[src/rtl/morse_rx_frontend_pkg.sv]
// Shared types and constants for the Morse receiver front end.
// Symbol encoding: dot = 0, dash = 1; symbols shift in at the LSB, so the
// first symbol of a letter sits in the MSB of the used bits.
package morse_rx_frontend_pkg;

  localparam logic [7:0]  ASCII_SPACE = 8'h20;
  localparam logic [7:0]  ASCII_QMARK = 8'h3F;

  // Fixed LUT key widths; the top zero-extends its symbol registers into these
  localparam int unsigned LUT_LEN_W   = 4;
  localparam int unsigned LUT_BITS_W  = 8;

  typedef enum logic [1:0] {
    S_IDLE,
    S_MARK,
    S_GAP,
    S_WORD_WAIT
  } state_t;

  typedef struct packed {
    logic       hit;
    logic [7:0] ascii;
  } lut_res_t;

endpackage

[src/rtl/morse_rx_frontend_if.sv]
// Letter output stream plus status pulses of the Morse receiver.
//  letter_data  : ASCII at FIFO head
//  letter_valid : FIFO non-empty
//  letter_ready : consumer accepts letter_data when valid & ready at posedge
//  drop         : 1-cycle pulse, letter discarded because FIFO full
//  sym_error    : 1-cycle pulse, unknown pattern or too many symbols
//  busy         : decoder FSM not idle
interface morse_rx_frontend_if;

  logic [7:0] letter_data;
  logic       letter_valid;
  logic       letter_ready;
  logic       drop;
  logic       sym_error;
  logic       busy;

  modport master (
    output letter_data, letter_valid, drop, sym_error, busy,
    input  letter_ready
  );

  modport slave (
    input  letter_data, letter_valid, drop, sym_error, busy,
    output letter_ready
  );

endinterface

[src/rtl/morse_rx_frontend_lut.sv]
// Combinational Morse pattern decoder: (sym_len, sym_bits) -> {hit, ascii}.
//  sym_len  : number of received symbols
//  sym_bits : symbols, first in MSB of used bits, unused upper bits zero
//  res_c    : hit = pattern is a letter A-Z or digit 0-9
module morse_rx_frontend_lut
  import morse_rx_frontend_pkg::*;
(
  input  logic [LUT_LEN_W-1:0]  sym_len,
  input  logic [LUT_BITS_W-1:0] sym_bits,
  output lut_res_t              res_c
);

  logic [7:0] ascii_c;

  // Unused upper bits are always zero, so the full key is matched exactly
  always_comb begin
    ascii_c = 8'h00;
    case ({sym_len, sym_bits})
      {4'd1, 8'b0}:     ascii_c = "E";
      {4'd1, 8'b1}:     ascii_c = "T";
      {4'd2, 8'b00}:    ascii_c = "I";
      {4'd2, 8'b01}:    ascii_c = "A";
      {4'd2, 8'b10}:    ascii_c = "N";
      {4'd2, 8'b11}:    ascii_c = "M";
      {4'd3, 8'b000}:   ascii_c = "S";
      {4'd3, 8'b001}:   ascii_c = "U";
      {4'd3, 8'b010}:   ascii_c = "R";
      {4'd3, 8'b011}:   ascii_c = "W";
      {4'd3, 8'b100}:   ascii_c = "D";
      {4'd3, 8'b101}:   ascii_c = "K";
      {4'd3, 8'b110}:   ascii_c = "G";
      {4'd3, 8'b111}:   ascii_c = "O";
      {4'd4, 8'b0000}:  ascii_c = "H";
      {4'd4, 8'b0001}:  ascii_c = "V";
      {4'd4, 8'b0010}:  ascii_c = "F";
      {4'd4, 8'b0100}:  ascii_c = "L";
      {4'd4, 8'b0110}:  ascii_c = "P";
      {4'd4, 8'b0111}:  ascii_c = "J";
      {4'd4, 8'b1000}:  ascii_c = "B";
      {4'd4, 8'b1001}:  ascii_c = "X";
      {4'd4, 8'b1010}:  ascii_c = "C";
      {4'd4, 8'b1011}:  ascii_c = "Y";
      {4'd4, 8'b1100}:  ascii_c = "Z";
      {4'd4, 8'b1101}:  ascii_c = "Q";
      {4'd5, 8'b11111}: ascii_c = "0";
      {4'd5, 8'b01111}: ascii_c = "1";
      {4'd5, 8'b00111}: ascii_c = "2";
      {4'd5, 8'b00011}: ascii_c = "3";
      {4'd5, 8'b00001}: ascii_c = "4";
      {4'd5, 8'b00000}: ascii_c = "5";
      {4'd5, 8'b10000}: ascii_c = "6";
      {4'd5, 8'b11000}: ascii_c = "7";
      {4'd5, 8'b11100}: ascii_c = "8";
      {4'd5, 8'b11110}: ascii_c = "9";
      default:          ascii_c = 8'h00;
    endcase
  end

  assign res_c.hit   = (ascii_c != 8'h00);
  assign res_c.ascii = ascii_c;

endmodule

[src/rtl/morse_rx_frontend.sv]
// Morse receiver front end: synchronises key_in, times marks/gaps in
// prescaled ticks, classifies dot/dash, decodes letters, inserts word spaces
// and buffers ASCII in a small FIFO.
//  clk, rst_n : clock, asynchronous active-low reset
//  key_in     : raw asynchronous key (1 = key down)
//  rx         : letter stream and status pulses (see morse_rx_frontend_if)
module morse_rx_frontend
  import morse_rx_frontend_pkg::*;
#(
  parameter int unsigned SYNC_STAGES      = 2,
  parameter int unsigned CLK_PER_TICK     = 1000,
  parameter int unsigned DOT_MAX_TICKS    = 3,
  parameter int unsigned LETTER_GAP_TICKS = 3,
  parameter int unsigned WORD_GAP_TICKS   = 7,
  parameter int unsigned MAX_SYMS         = 6,
  parameter int unsigned FIFO_DEPTH       = 4,
  parameter int unsigned CNT_W            = 16
) (
  input  logic                clk,
  input  logic                rst_n,
  input  logic                key_in,
  morse_rx_frontend_if.master rx
);

  localparam int unsigned PRESC_W = (CLK_PER_TICK > 1) ? $clog2(CLK_PER_TICK) : 1;
  localparam int unsigned LEN_W   = $clog2(MAX_SYMS + 2);
  localparam int unsigned PTR_W   = (FIFO_DEPTH > 1) ? $clog2(FIFO_DEPTH) : 1;
  localparam int unsigned OCC_W   = $clog2(FIFO_DEPTH + 1);

  logic [SYNC_STAGES-1:0] sync_q, sync_d;
  logic                   key_prev_q, key_prev_d;
  logic [PRESC_W-1:0]     presc_q, presc_d;
  logic [CNT_W-1:0]       dur_q, dur_d;
  state_t                 state_q, state_d;
  logic [LEN_W-1:0]       sym_len_q, sym_len_d;
  logic [MAX_SYMS-1:0]    sym_bits_q, sym_bits_d;
  logic [7:0]             mem_q [FIFO_DEPTH];
  logic [7:0]             mem_d [FIFO_DEPTH];
  logic [PTR_W-1:0]       wr_ptr_q, wr_ptr_d, rd_ptr_q, rd_ptr_d;
  logic [OCC_W-1:0]       occ_q, occ_d;
  logic                   valid_q, valid_d, busy_q, busy_d;
  logic                   drop_q, drop_d, serr_q, serr_d;

  logic       key_s, rise_c, fall_c, edge_c, tick_c, dash_c, letter_ok_c;
  logic       push_c, serr_c, pop_c, full_c, wr_en_c, drop_c;
  logic [7:0] push_data_c;
  lut_res_t   lut_res_c;

  assign key_s  = sync_q[SYNC_STAGES-1];
  assign rise_c = key_s & ~key_prev_q;
  assign fall_c = ~key_s & key_prev_q;
  assign edge_c = rise_c | fall_c;

  // Synchroniser shift and edge-detect history
  always_comb begin
    sync_d     = {sync_q[SYNC_STAGES-2:0], key_in};
    key_prev_d = key_s;
  end

  // Prescaler and duration counter both restart on every key edge; the edge
  // cycle never ticks, so an N-tick interval spans N*CLK_PER_TICK+1 cycles
  always_comb begin
    tick_c  = 1'b0;
    presc_d = presc_q + 1'b1;
    if (edge_c) begin
      presc_d = '0;
    end else if (presc_q == PRESC_W'(CLK_PER_TICK - 1)) begin
      tick_c  = 1'b1;
      presc_d = '0;
    end
    dur_d = dur_q;
    if (edge_c) begin
      dur_d = '0;
    end else if (tick_c && (dur_q != '1)) begin
      dur_d = dur_q + 1'b1;
    end
  end

  morse_rx_frontend_lut u_lut (
    .sym_len  (LUT_LEN_W'(sym_len_q)),
    .sym_bits (LUT_BITS_W'(sym_bits_q)),
    .res_c    (lut_res_c)
  );

  assign dash_c      = (dur_q > CNT_W'(DOT_MAX_TICKS));
  assign letter_ok_c = lut_res_c.hit && (sym_len_q <= LEN_W'(MAX_SYMS));

  // Decoder FSM next-state, symbol assembly and FIFO push request
  always_comb begin
    state_d     = state_q;
    sym_len_d   = sym_len_q;
    sym_bits_d  = sym_bits_q;
    push_c      = 1'b0;
    push_data_c = ASCII_SPACE;
    serr_c      = 1'b0;
    case (state_q)
      S_IDLE: begin
        if (rise_c) state_d = S_MARK;
      end
      S_MARK: begin
        if (fall_c) begin
          if (dur_q == '0) begin
            // Sub-tick glitch: resume where we were before the mark
            state_d = (sym_len_q == '0) ? S_IDLE : S_GAP;
          end else begin
            state_d = S_GAP;
            if (sym_len_q < LEN_W'(MAX_SYMS)) sym_bits_d = {sym_bits_q[MAX_SYMS-2:0], dash_c};
            if (sym_len_q != '1) sym_len_d = sym_len_q + 1'b1;
          end
        end
      end
      S_GAP: begin
        if (rise_c) begin
          state_d = S_MARK;
        end else if (tick_c && (dur_q == CNT_W'(LETTER_GAP_TICKS - 1))) begin
          state_d    = S_WORD_WAIT;
          push_c     = 1'b1;
          sym_len_d  = '0;
          sym_bits_d = '0;
          if (letter_ok_c) begin
            push_data_c = lut_res_c.ascii;
          end else begin
            push_data_c = ASCII_QMARK;
            serr_c      = 1'b1;
          end
        end
      end
      S_WORD_WAIT: begin
        if (rise_c) begin
          state_d = S_MARK;
        end else if (tick_c && (dur_q == CNT_W'(WORD_GAP_TICKS - 1))) begin
          state_d = S_IDLE;
          push_c  = 1'b1;
        end
      end
      default: state_d = S_IDLE;
    endcase
  end

  // Output FIFO: a push into a full FIFO survives only if a pop frees a slot
  assign pop_c   = valid_q & rx.letter_ready;
  assign full_c  = (occ_q == OCC_W'(FIFO_DEPTH));
  assign wr_en_c = push_c & (~full_c | pop_c);
  assign drop_c  = push_c & full_c & ~pop_c;

  always_comb begin
    mem_d    = mem_q;
    wr_ptr_d = wr_ptr_q;
    rd_ptr_d = rd_ptr_q;
    occ_d    = occ_q;
    if (wr_en_c) begin
      mem_d[wr_ptr_q] = push_data_c;
      wr_ptr_d        = wr_ptr_q + 1'b1;
    end
    if (pop_c) rd_ptr_d = rd_ptr_q + 1'b1;
    case ({wr_en_c, pop_c})
      2'b10:   occ_d = occ_q + 1'b1;
      2'b01:   occ_d = occ_q - 1'b1;
      default: occ_d = occ_q;
    endcase
    valid_d = (occ_d != '0);
    busy_d  = (state_d != S_IDLE);
    drop_d  = drop_c;
    serr_d  = serr_c;
  end

  always_ff @(posedge clk or negedge rst_n) begin
    if (!rst_n) begin
      sync_q     <= '0;
      key_prev_q <= 1'b0;
      presc_q    <= '0;
      dur_q      <= '0;
      state_q    <= S_IDLE;
      sym_len_q  <= '0;
      sym_bits_q <= '0;
      mem_q      <= '{default: '0};
      wr_ptr_q   <= '0;
      rd_ptr_q   <= '0;
      occ_q      <= '0;
      valid_q    <= 1'b0;
      busy_q     <= 1'b0;
      drop_q     <= 1'b0;
      serr_q     <= 1'b0;
    end else begin
      sync_q     <= sync_d;
      key_prev_q <= key_prev_d;
      presc_q    <= presc_d;
      dur_q      <= dur_d;
      state_q    <= state_d;
      sym_len_q  <= sym_len_d;
      sym_bits_q <= sym_bits_d;
      mem_q      <= mem_d;
      wr_ptr_q   <= wr_ptr_d;
      rd_ptr_q   <= rd_ptr_d;
      occ_q      <= occ_d;
      valid_q    <= valid_d;
      busy_q     <= busy_d;
      drop_q     <= drop_d;
      serr_q     <= serr_d;
    end
  end

  assign rx.letter_data  = mem_q[rd_ptr_q];
  assign rx.letter_valid = valid_q;
  assign rx.drop         = drop_q;
  assign rx.sym_error    = serr_q;
  assign rx.busy         = busy_q;

endmodule
[src/flat_wrapper.sv]
// flat-port wrapper written by rule: the top's interface ports become plain ports
module morse_rx_frontend_flat import morse_rx_frontend_pkg::*;
#(
  parameter int unsigned SYNC_STAGES      = 2,
  parameter int unsigned CLK_PER_TICK     = 1000,
  parameter int unsigned DOT_MAX_TICKS    = 3,
  parameter int unsigned LETTER_GAP_TICKS = 3,
  parameter int unsigned WORD_GAP_TICKS   = 7,
  parameter int unsigned MAX_SYMS         = 6,
  parameter int unsigned FIFO_DEPTH       = 4,
  parameter int unsigned CNT_W            = 16
)
  (clk, rst_n, key_in, rx_letter_data, rx_letter_valid, rx_drop, rx_sym_error, rx_busy, rx_letter_ready);
  morse_rx_frontend_if rx_i ();
  input  logic clk;
  input  logic rst_n;
  input  logic key_in;
  output wire logic [$bits(rx_i.letter_data)-1:0] rx_letter_data;
  output wire logic [$bits(rx_i.letter_valid)-1:0] rx_letter_valid;
  output wire logic [$bits(rx_i.drop)-1:0] rx_drop;
  output wire logic [$bits(rx_i.sym_error)-1:0] rx_sym_error;
  output wire logic [$bits(rx_i.busy)-1:0] rx_busy;
  input wire logic [$bits(rx_i.letter_ready)-1:0] rx_letter_ready;
  assign rx_letter_data = rx_i.letter_data;
  assign rx_letter_valid = rx_i.letter_valid;
  assign rx_drop = rx_i.drop;
  assign rx_sym_error = rx_i.sym_error;
  assign rx_busy = rx_i.busy;
  assign rx_i.letter_ready = rx_letter_ready;
  morse_rx_frontend #(.SYNC_STAGES(SYNC_STAGES), .CLK_PER_TICK(CLK_PER_TICK), .DOT_MAX_TICKS(DOT_MAX_TICKS), .LETTER_GAP_TICKS(LETTER_GAP_TICKS), .WORD_GAP_TICKS(WORD_GAP_TICKS), .MAX_SYMS(MAX_SYMS), .FIFO_DEPTH(FIFO_DEPTH), .CNT_W(CNT_W)) u_core (.clk(clk), .rst_n(rst_n), .key_in(key_in), .rx(rx_i));
endmodule
[config.mk]
export PLATFORM = sky130hd
export DESIGN_NAME = morse_rx_frontend_flat
export DESIGN_NICKNAME = d
export VERILOG_FILES = /design/src/rtl/morse_rx_frontend_pkg.sv /design/src/rtl/morse_rx_frontend_if.sv /design/src/rtl/morse_rx_frontend_lut.sv /design/src/rtl/morse_rx_frontend.sv /design/src/flat_wrapper.sv
export SDC_FILE = /design/constraint.sdc
export NUM_CORES = 1
export LEC_CHECK = 0
export BUFFER_PORTS_ARGS = -buffer_cell sky130_fd_sc_hd__clkbuf_2
export CORE_UTILIZATION = 40
export CTS_CLUSTER_DIAMETER = 30
export CTS_CLUSTER_SIZE = 16
export DETAILED_ROUTE_END_ITERATION = 6
export PLACE_DENSITY_LB_ADDON = 0.08
export REMOVE_ABC_BUFFERS = 1
export SYNTH_ARGS = -nofsm -noshare
export SYNTH_HDL_FRONTEND = slang
export SYNTH_SLANG_ARGS = --single-unit
[constraint.sdc]
create_clock -name clk -period 8 [get_ports clk]
set_input_delay 1.2 -clock clk [delete_from_list [all_inputs] [get_ports clk]]
set_output_delay 1.2 -clock clk [all_outputs]
set_load 0.1 [all_outputs]
==> flow_summary.json, run 1 <==
{
  "synth_top_area_cell": "dfrtp_1",
  "fin_nets": 483,
  "ant_nets": 0,
  "grt_usage_pct": 19.4,
  "synth_fa_ha_area_share_pct": 4.90,
  "ys_seq_area_share_pct": 44.0,
  "p_per_area_mw_per_mm2": 162,
  "grt_pass1_wl_um": 17100,
  "cp_max_fo": 9,
  "synth_area_mm2": 0.00449,
  "worstRegToRegCells": 13,
  "rsz0062_at_grt": "no",
  "synth_compound_area_share_pct": 9.39,
  "cts.reportedPaths.clkPinSlew_ps": 80,
  "synth_top_family_by_area": "simple AND/OR/NAND/NOR gates",
  "ys_ff_latch": 79,
  "die_area_mm2": 0.0117,
  "crit_chain": "ha_1 > nand4bb_1 > or4_4 > nor3_4 > and2_1 > inv_2 > ha_1 > inv_1 > fa_1 > xor2_1 > nor2_1 > xor2_1 > or3_1",
  "outcome": "completed",
  "coreArea_mm2": 0.0109,
  "vias_per_cell": 5.62,
  "synth.most_common_cell": "dfrtp_1",
  "drive_gt1_share_pct": 12.0,
  "crit_arrival_ps": 3670,
  "fill_cells": 1049,
  "setup-violations-final": 0,
  "worstSetupEndpointType": "register",
  "dp_hpwl_um": 7260,
  "worst-slew-pin-transition_ps": 831,
  "ys_types": 63,
  "timing.rr.end": "u_core.rx.letter_valid",
  "cts_made_buffers": 9,
  "setup_tns_ps": 0,
  "synth_top_area_share_pct": 44.0,
  "clock_path_buffers": 2,
  "holdPathEnd": "u_core.sync_q[1]",
  "worstReg2RegStart": "u_core.sync_q[1]",
  "hold_start": "u_core.sync_q[0]",
  "worstPathRequired_ps": 8260,
  "leakage_nw": 2.18,
  "grt_pass1_vias": 3379,
  "drc": 0,
  "antenna_found_initial": 0,
  "syn_to_final_growth_pct": 9.28,
  "p_total_w": 0.000793,
  "post_cts_buffers": 0,
  "drtPass1Iterations": 5,
  "finalCritPeriodShare_pct": 42.6,
  "yosysWarningCount": 0,
  "die_x_um": 108,
  "num_rows": 38,
  "min_path_cells": 0,
  "relSlewSlack_pct": 44.6,
  "synth-edff-count": 0,
  "cts_root_buf": "clkbuf_8",
  "io_pins": 16,
  "final_max_slew_viol_count": 0,
  "htreeDepth": 3,
  "hp-class": "reg2reg",
  "synthMuxAreaShare_pct": 11.0,
  "synthArstFlopShare_pct": 100,
  "maxCapViolCount": 0,
  "ys_top_cells_by_area": "dfrtp_1 44%, ha_1 4.5%, mux2_1 4.3%, nand2_1 3.6%, mux4_2 3.5%",
  "synth_common_cells": "79 x dfrtp_1, 43 x nand2_1, 33 x nor2_1",
  "synthesis.instances": 453,
  "critPathLaunchType": "register",
  "synth_xor_area_share_pct": 4.68,
  "cts_tree": "done",
  "cts_resized": 0,
  "finalHoldViolations": 0,
  "gp_congestion": 0.877,
  "portBuffers": 14,
  "clk_latency_ps": 380,
  "synth-simple-area-share_pct": 22.2,
  "finalCriticalPeriod_ps": 3410,
  "grt_max_degree": 45,
  "wirelength_um": 10100,
  "ir_drop_uv": 128,
  "dr.first_iter.drc_count": 169,
  "skew_ps": 10.9,
  "slowest_stage": "or4_4",
  "start_util_pct": 41.3,
  "die_h_um": 108,
  "grt_overflow_total": 0,
  "setup.worst_path.class": "reg2reg",
  "holdBufCountCts": 0,
  "clkSinkCount": 79,
  "syn_avg_cell_area_um2": 9.92,
  "fmax_mhz": 293,
  "r2r_setup_slack_ps": 4590,
  "post_drt_wl_per_cell_um": 16.7,
  "vias": 3406,
  "synthFlopType": "dfrtp_1",
  "cp_slowest_stage_delay_ps": 480,
  "n_antenna_cell": 0
}
[cell families after synthesis]
| logic type | count (synthesis) |
|---|---|
| AND/OR/NAND/NOR | 186 |
| flip-flops | 79 |
| AO/OA/AOI/OAI | 65 |
| buffers and inverters | 43 |
| multiplexers | 38 |
| XOR/XNOR | 24 |
| adder cells (fa/ha/maj) | 17 |
| other | 1 |
[report_power, final]
part | internal [W] | switching [W] | total, W
combinational | 0.00000797 | 0.0000281 | 0.0000361
sequential | 0.000404 | 0.00000432 | 0.000409
clock | 0.000199 | 0.000150 | 0.000349
[layout by cell type, fill, tap and decap left out, types with 13 or more instances in the layout]
cell type,Yosys,layout
dfrtp_1,79,79
nand2_1,43,43
nor2_1,33,33
a21oi_1,14,14
nand3_1,18,18
clkbuf_2,0,13
nor3_1,24,24
inv_1,23,23
xnor2_1,15,15
ha_1,16,16
mux2_1,17,17
[registers in the layout, indices dropped and copies added, names as in the netlist, 3 cells and up]
| signal | flops |
|---|---|
| u_core.occ_q | 3 |
| u_core.sym_bits_q | 6 |
| u_core.presc_q | 10 |
| u_core.sym_len_q | 3 |
| u_core.mem_q | 28 |
| u_core.dur_q | 16 |
[metrics by stage]
stage	setup WS [ps]	util [%]	hold WS, ps	cells	instance area (um^2)
3_5_place_dp	4420	43.0	349	591	4680
2_1_floorplan	4730	-	331	436	4420
5_1_grt	4330	45.1	381	606	4910
3_3_place_gp	4510	43.0	337	591	4680
6_report	4590	45.1	361	606	4910
4_1_cts	4560	45.1	368	606	4910
[layer usage]
metal  vias up  global-route usage (%)  share of wire [%]
li1       1640                       -                  -
met1      1685                    26.1                 47
met2        63                    29.8                 47
met3        18                    5.61                4.2
met4         0                    6.56                2.0
met5         -                       0                  0
[final cells by class]
| class | count | area, um^2 | area share (%) |
|---|---|---|---|
| sequential | 79 | 1980 | 40.3 |
| multi-input combinational | 331 | 2350 | 47.8 |
| tap | 140 | 175 | 3.57 |
| clock buffer | 12 | 165 | 3.36 |
| inverter | 26 | 97.6 | 1.99 |
| timing repair buffer | 15 | 80.1 | 1.63 |
| clock inverter | 3 | 65.1 | 1.33 |
[critical path: cells and delay by family, from the launching register on]
family | cells | cell delay, ps
buf+inv | 2 | 130
xor+xnor | 2 | 300
fa+ha+maj | 3 | 790
simple gates | 6 | 1670
flops | 1 | 390
[worst max path at each step]
| stage | startpoint | endpoint |
|---|---|---|
| floorplan | rx_letter_ready | u_core.rx.letter_valid |
| global placement | rx_letter_ready | u_core.rx.letter_valid |
| detailed placement | rx_letter_ready | u_core.rx.letter_valid |
| CTS | u_core.sync_q[1] | u_core.rx.letter_valid |
| global route | u_core.key_prev_q | u_core.rx.letter_valid |
| finish | u_core.sync_q[1] | u_core.rx.letter_valid |
Note: power is estimated with default switching activity, not from simulation.
==> run 2, diff against run 1 <==
clock period = 3.47 ns   (was 8 ns; I/O delays follow)
==> run 2 against run 1 <==
  * Via count down 1.5%
  * Non-clock buffer count up 7
  * Sequential power up 130%
  * Flip-flop and latch count unchanged
  * Critical endpoint unchanged
  * Highest routed layer unchanged
==> flow_summary.json, run 2 (synthesis gave the netlist of run 1 again) <==
{
  "outcome": "completed",
  "grtUsageMet1_pct": 25.7,
  "coreArea_mm2": 0.0109,
  "post_cts_buffers": 0,
  "cts_resized": 0,
  "layout.cells.non_filler": 614,
  "grt-busiest-layer": "met2",
  "worstPathRequired_ps": 3710,
  "layout_commonest_cell": "dfrtp_1",
  "num_rows": 38,
  "clock_path_buffers": 2,
  "post_drt_wl_per_cell_um": 16.0,
  "maxCapViolCount": 0,
  "critPathLaunchType": "register",
  "ir_drop_uv": 294,
  "p_per_area_mw_per_mm2": 353,
  "regMostFlops": "u_core.mem_q",
  "cts_tree": "done",
  "fill_cells": 1052,
  "timing.rr.end": "u_core.rx.letter_valid",
  "wirelength_um": 9840,
  "clk_latency_ps": 370,
  "drtPass1Iterations": 6,
  "r2r_setup_slack_ps": 440,
  "relSlewSlack_pct": 31.9,
  "holdPathEnd": "u_core.sync_q[0]",
  "die_h_um": 108,
  "vias": 3356,
  "crit_arrival_ps": 3270,
  "use_met2_pct": 29.2,
  "grt_overflow_total": 0,
  "rsz0062_at_grt": "no",
  "worstReg2RegStart": "u_core.key_prev_q",
  "final_max_slew_viol_count": 0,
  "p_comb_share_pct": 4.7,
  "fmax_mhz": 330,
  "die_area_mm2": 0.0117,
  "fin_nets": 490,
  "leakage_nw": 2.21,
  "grt_usage_pct": 18.9,
  "ant_nets": 0,
  "antenna_found_initial": 0,
  "setup-violations-final": 0,
  "grt_pass1_vias": 3303,
  "setup_tns_ps": 0,
  "min_path_cells": 1,
  "htreeDepth": 3,
  "worst-slew-pin-transition_ps": 1020,
  "grt_max_degree": 80,
  "start_util_pct": 41.3,
  "grt_pass1_wl_um": 16800,
  "drive_gt1_share_pct": 13.5,
  "largest_reg_flops": 28,
  "cts_root_buf": "clkbuf_8",
  "switching_share_pct": 24.4,
  "reg_top3": "u_core.mem_q (28), u_core.dur_q (16), u_core.presc_q (10)",
  "dr.first_iter.drc_count": 185,
  "vias_per_cell": 5.47,
  "met3_usage_pct": 5.00,
  "io_pins": 16,
  "clkPwrFrac_pct": 41.3,
  "finalHoldViolations": 0,
  "n_antenna_cell": 0,
  "finalCritPeriodShare_pct": 87.4,
  "gp_congestion": 0.871,
  "worstSetupEndpointType": "register",
  "holdBufCountCts": 0,
  "dp_cells": 598,
  "drc": 0,
  "die_x_um": 108,
  "worstRegToRegCells": 14,
  "cts.reportedPaths.clkPinSlew_ps": 80,
  "p_int_w": 0.00132,
  "finalCriticalPeriod_ps": 3030,
  "cts_made_buffers": 9,
  "dp_hpwl_um": 6960,
  "clkSinkCount": 79,
  "hp-class": "in2reg",
  "setup.worst_path.class": "reg2reg",
  "portBuffers": 14,
  "final_cell_mix": "79 x dfrtp_1, 43 x nand2_1, 33 x nor2_1, 24 x nor3_1, 23 x inv_1",
  "hold_start": "key_in",
  "syn_to_final_growth_pct": 9.94,
  "cp_max_fo": 7,
  "p_total_w": 0.00175,
  "seqPwrFrac_pct": 54.0,
  "skew_ps": 11.4,
  "p_switching_w": 0.000426
}
-- run 2: cell count changes in the layout (fill, tap and decap cells not counted), sizes merged --
cell      previous run  this run
bufinv               2         1
buf                  2         9
clkinvlp             0         1
clkinv               1         3
clkbuf              25        24
-- run 2: cell type report --
cell class	count	area, um^2	area share (%)
clock buffers	11	151	3.07
clock inverters	5	56.3	1.14
inverters	26	97.6	1.98
multi-input cells	331	2350	47.6
flip-flops and latches	79	1980	40.0
well taps	140	175	3.55
repair buffers	22	133	2.69
-- run 2: critical path: stages (launching register included) --
cell       delay [ps]
dfrtp_1           350
inv_1              50
ha_1              370
nand4bb_1         130
or4_4             480
nor3_4            200
and2_1            180
inv_2              40
ha_1              210
inv_1              70
fa_1              170
xor2_1            140
nor2_1             60
xor2_1            150
or3_1             310
-- run 2: per-stage QoR --
| step | worst slack [ps] | hold slack [ps] | util, % | area, um^2 |
|---|---|---|---|---|
| floorplan | 327 | 225 | - | 4420 |
| global placement | 452 | 338 | 43.4 | 4730 |
| detailed placement | 384 | 338 | 43.4 | 4730 |
| CTS | 371 | 235 | 45.4 | 4940 |
| global route | 170 | 229 | 45.4 | 4940 |
| finish | 439 | 263 | 45.4 | 4940 |
-- run 2: power groups by stage --
stage,clock network (W),logic (W),registers [W]
4_1_cts,0.000758,0.0000855,0.000942
5_1_grt,0.000790,0.0000913,0.000945
6_report,0.000722,0.0000814,0.000942
3_3_place_gp,0,0.0000857,0.000960
3_5_place_dp,0,0.0000855,0.000961
2_1_floorplan,0,0.0000337,0.000977
-- run 2: routing by layer --
metal	share of wire [%]	vias to the layer above	routed length (um)
li1	-	1649	-
met1	48	1630	4700
met2	47	66	4630
met3	3.9	11	382
met4	1.3	0	127
met5	0	-	0
-- run 2: worst max path at each step --
stage | endpoint | depth (start not counted) | from
3_5_place_dp | u_core.rx.letter_valid | 13 | u_core.sync_q[1]
6_report | u_core.rx.letter_valid | 14 | u_core.key_prev_q
4_1_cts | u_core.rx.letter_valid | 14 | u_core.key_prev_q
3_3_place_gp | u_core.rx.letter_valid | 13 | u_core.sync_q[1]
2_1_floorplan | u_core.rx.letter_valid | 13 | u_core.sync_q[1]
5_1_grt | u_core.rx.letter_valid | 13 | u_core.sync_q[1]
==> run 3, diff against run 2 <==
--- a/config.mk
+++ b/config.mk
@@ -12,3 +12,3 @@
 export DETAILED_ROUTE_END_ITERATION = 6
-export PLACE_DENSITY_LB_ADDON = 0.08
+export PLACE_DENSITY = 0.67
 export REMOVE_ABC_BUFFERS = 1
==> constraint.sdc (replaced) <==
create_clock -name clk -period 3.47 [get_ports clk]
set_input_delay 0.1735 -clock clk [delete_from_list [all_inputs] [get_ports clk]]
set_output_delay 0.1735 -clock clk [all_outputs]
set_load 0.1 [all_outputs]
==> run 3 against run 2 <==
  * Clock skew down 1.1 ps
  * Combinational power up 2.9%
  * Non-clock buffer count down 1
  * Maximum frequency down 3.4%
  * Worst hold slack worse by 250 ps
  * Routed wire length down 0.55%
  * Sequential power about the same
  * Die area unchanged
  * Utilization down 0.14 points
  * Critical path type unchanged
==> flow_summary.json, run 3 (synthesis gave the netlist of run 1 again) <==
{
  "outcome": "completed",
  "clkPwrFrac_pct": 40.3,
  "layout_commonest_cell": "dfrtp_1",
  "die_area_mm2": 0.0117,
  "ant_nets": 0,
  "post_cts_buffers": 0,
  "drc": 0,
  "worstRegToRegCells": 13,
  "cts_tree": "done",
  "seqCellArea_mm2": 0.00198,
  "gp_congestion": 0.913,
  "grt_pass1_wl_um": 17100,
  "placed_cell_area_mm2": 0.00472,
  "io_pins": 16,
  "setup_tns_ps": 0,
  "grt_pass1_vias": 3587,
  "drtPass1Iterations": 4,
  "finalCritPeriodShare_pct": 90.4,
  "post_drt_wl_per_cell_um": 16.0,
  "antenna_found_initial": 0,
  "dr.first_iter.drc_count": 170,
  "worstSetupEndpointType": "register",
  "worst-slew-pin-transition_ps": 997,
  "clk_latency_ps": 350,
  "p_int_w": 0.00130,
  "hp-class": "in2async",
  "clock_path_buffers": 2,
  "holdWs_ps": 9.57,
  "die_x_um": 108,
  "p_comb_share_pct": 4.9,
  "crit_arrival_ps": 3360,
  "worstPathRequired_ps": 3690,
  "cts.reportedPaths.clkPinSlew_ps": 80,
  "clkSinkCount": 79,
  "final_cell_mix": "79 x dfrtp_1, 43 x nand2_1, 33 x nor2_1, 24 x nor3_1, 23 x inv_1",
  "fill_cells": 1045,
  "p_total_w": 0.00172,
  "final_area_mm2": 0.00492,
  "die_h_um": 108,
  "ir_drop_uv": 277,
  "cts_resized": 0,
  "switching_share_pct": 24.4,
  "coreArea_mm2": 0.0109,
  "syn_to_final_growth_pct": 9.61,
  "vias_per_cell": 5.72,
  "final_max_slew_viol_count": 0,
  "maxCapViolCount": 0,
  "critPathLaunchType": "register",
  "start_util_pct": 41.3,
  "dp_hpwl_um": 6920,
  "finalCriticalPeriod_ps": 3140,
  "grt_overflow_total": 0,
  "portBuffers": 14,
  "worstReg2RegStart": "u_core.sync_q[1]",
  "drive_gt1_share_pct": 13.1,
  "setup-violations-final": 0,
  "reg_top3": "u_core.mem_q (28), u_core.dur_q (16), u_core.presc_q (10)",
  "n_antenna_cell": 0,
  "cp_max_fo": 7,
  "largest_reg_flops": 28,
  "relSlewSlack_pct": 33.5,
  "htreeDepth": 3,
  "vias": 3505,
  "wirelength_um": 9780,
  "leakage_nw": 2.19,
  "p_per_area_mw_per_mm2": 349,
  "fin_nets": 489,
  "skew_ps": 10.3,
  "timing.rr.end": "u_core.rx.letter_valid",
  "multi_input_area_mm2": 0.00235,
  "fmax_mhz": 319,
  "setup.worst_path.class": "reg2reg",
  "cts_root_buf": "clkbuf_8",
  "p_switching_w": 0.000420,
  "seqPwrFrac_pct": 54.8,
  "cts_made_buffers": 9,
  "r2r_setup_slack_ps": 330,
  "grt_max_degree": 80,
  "num_rows": 38,
  "grt_usage_pct": 18.4,
  "finalHoldViolations": 0,
  "rsz0062_at_grt": "no",
  "regMostFlops": "u_core.mem_q"
}
[run 3: changes by cell type in the layout (fill, tap and decap cells not counted)]
cell           change
buf_4              -2
clkbuf_8           -1
clkinv_2           +1
clkinv_4           -1
clkinvlp_4         +1
dlygate4sd3_1      +1
[run 3: critical path, cell delays in order, from the launching register on]
cell	delay, ps
dfrtp_1	400
ha_1	380
nand4bb_1	130
or4_4	480
nor3_4	200
and2_1	180
inv_2	40
ha_1	220
inv_1	90
fa_1	190
xor2_1	140
nor2_1	70
xor2_1	160
or3_1	340
[run 3: timing repair]
| action | in CTS | in global routing |
|---|---|---|
| hold buffers | 1 | 0 |
| setup endpoints to repair | 0 | 0 |
| hold endpoints to repair | 1 | 0 |
[run 3: worst max-delay path by stage]
stage,from,to,slack (ps),cells after the start
floorplan,u_core.sync_q[1],u_core.rx.letter_valid,330,13
global placement,u_core.sync_q[1],u_core.rx.letter_valid,490,13
detailed placement,u_core.sync_q[1],u_core.rx.letter_valid,330,13
CTS,u_core.sync_q[1],u_core.rx.letter_valid,310,13
global route,u_core.sync_q[1],u_core.rx.letter_valid,130,13
finish,u_core.sync_q[1],u_core.rx.letter_valid,330,13
[run 3: power by group through the flow]
stage	Sequential (W)	Clock, W	Combinational [W]
2_1_floorplan	0.000977	0	0.0000337
3_3_place_gp	0.000961	0	0.0000831
3_5_place_dp	0.000961	0	0.0000842
4_1_cts	0.000943	0.000709	0.0000852
5_1_grt	0.000944	0.000749	0.0000922
6_report	0.000942	0.000693	0.0000838
[run 3: metal layers]
metal	vias to the layer above	track usage (%)	routed length (um)	part of all wire (%)
met1	1752	24.7	4560	47
met4	0	4.11	115	1.2
met5	-	0	0	0
met3	13	4.10	445	4.5
met2	92	30.5	4660	48
li1	1648	-	-	-
[run 3: area by class of cell]
cell class	instances	area share [%]
Tap cell	140	3.56
Inverter	26	1.98
Multi-Input combinational cell	331	47.7
Sequential cell	79	40.2
Timing Repair Buffer	21	2.59
Clock buffer	10	2.80
Clock inverter	6	1.22
[run 3: per-stage QoR]
step                std cells  worst slack [ps]  util (%)
floorplan                 436               327         -
global placement          596               494      43.3
detailed placement        596               334      43.3
CTS                       613               309      45.2
global route              613               133      45.2
finish                    613               333      45.2
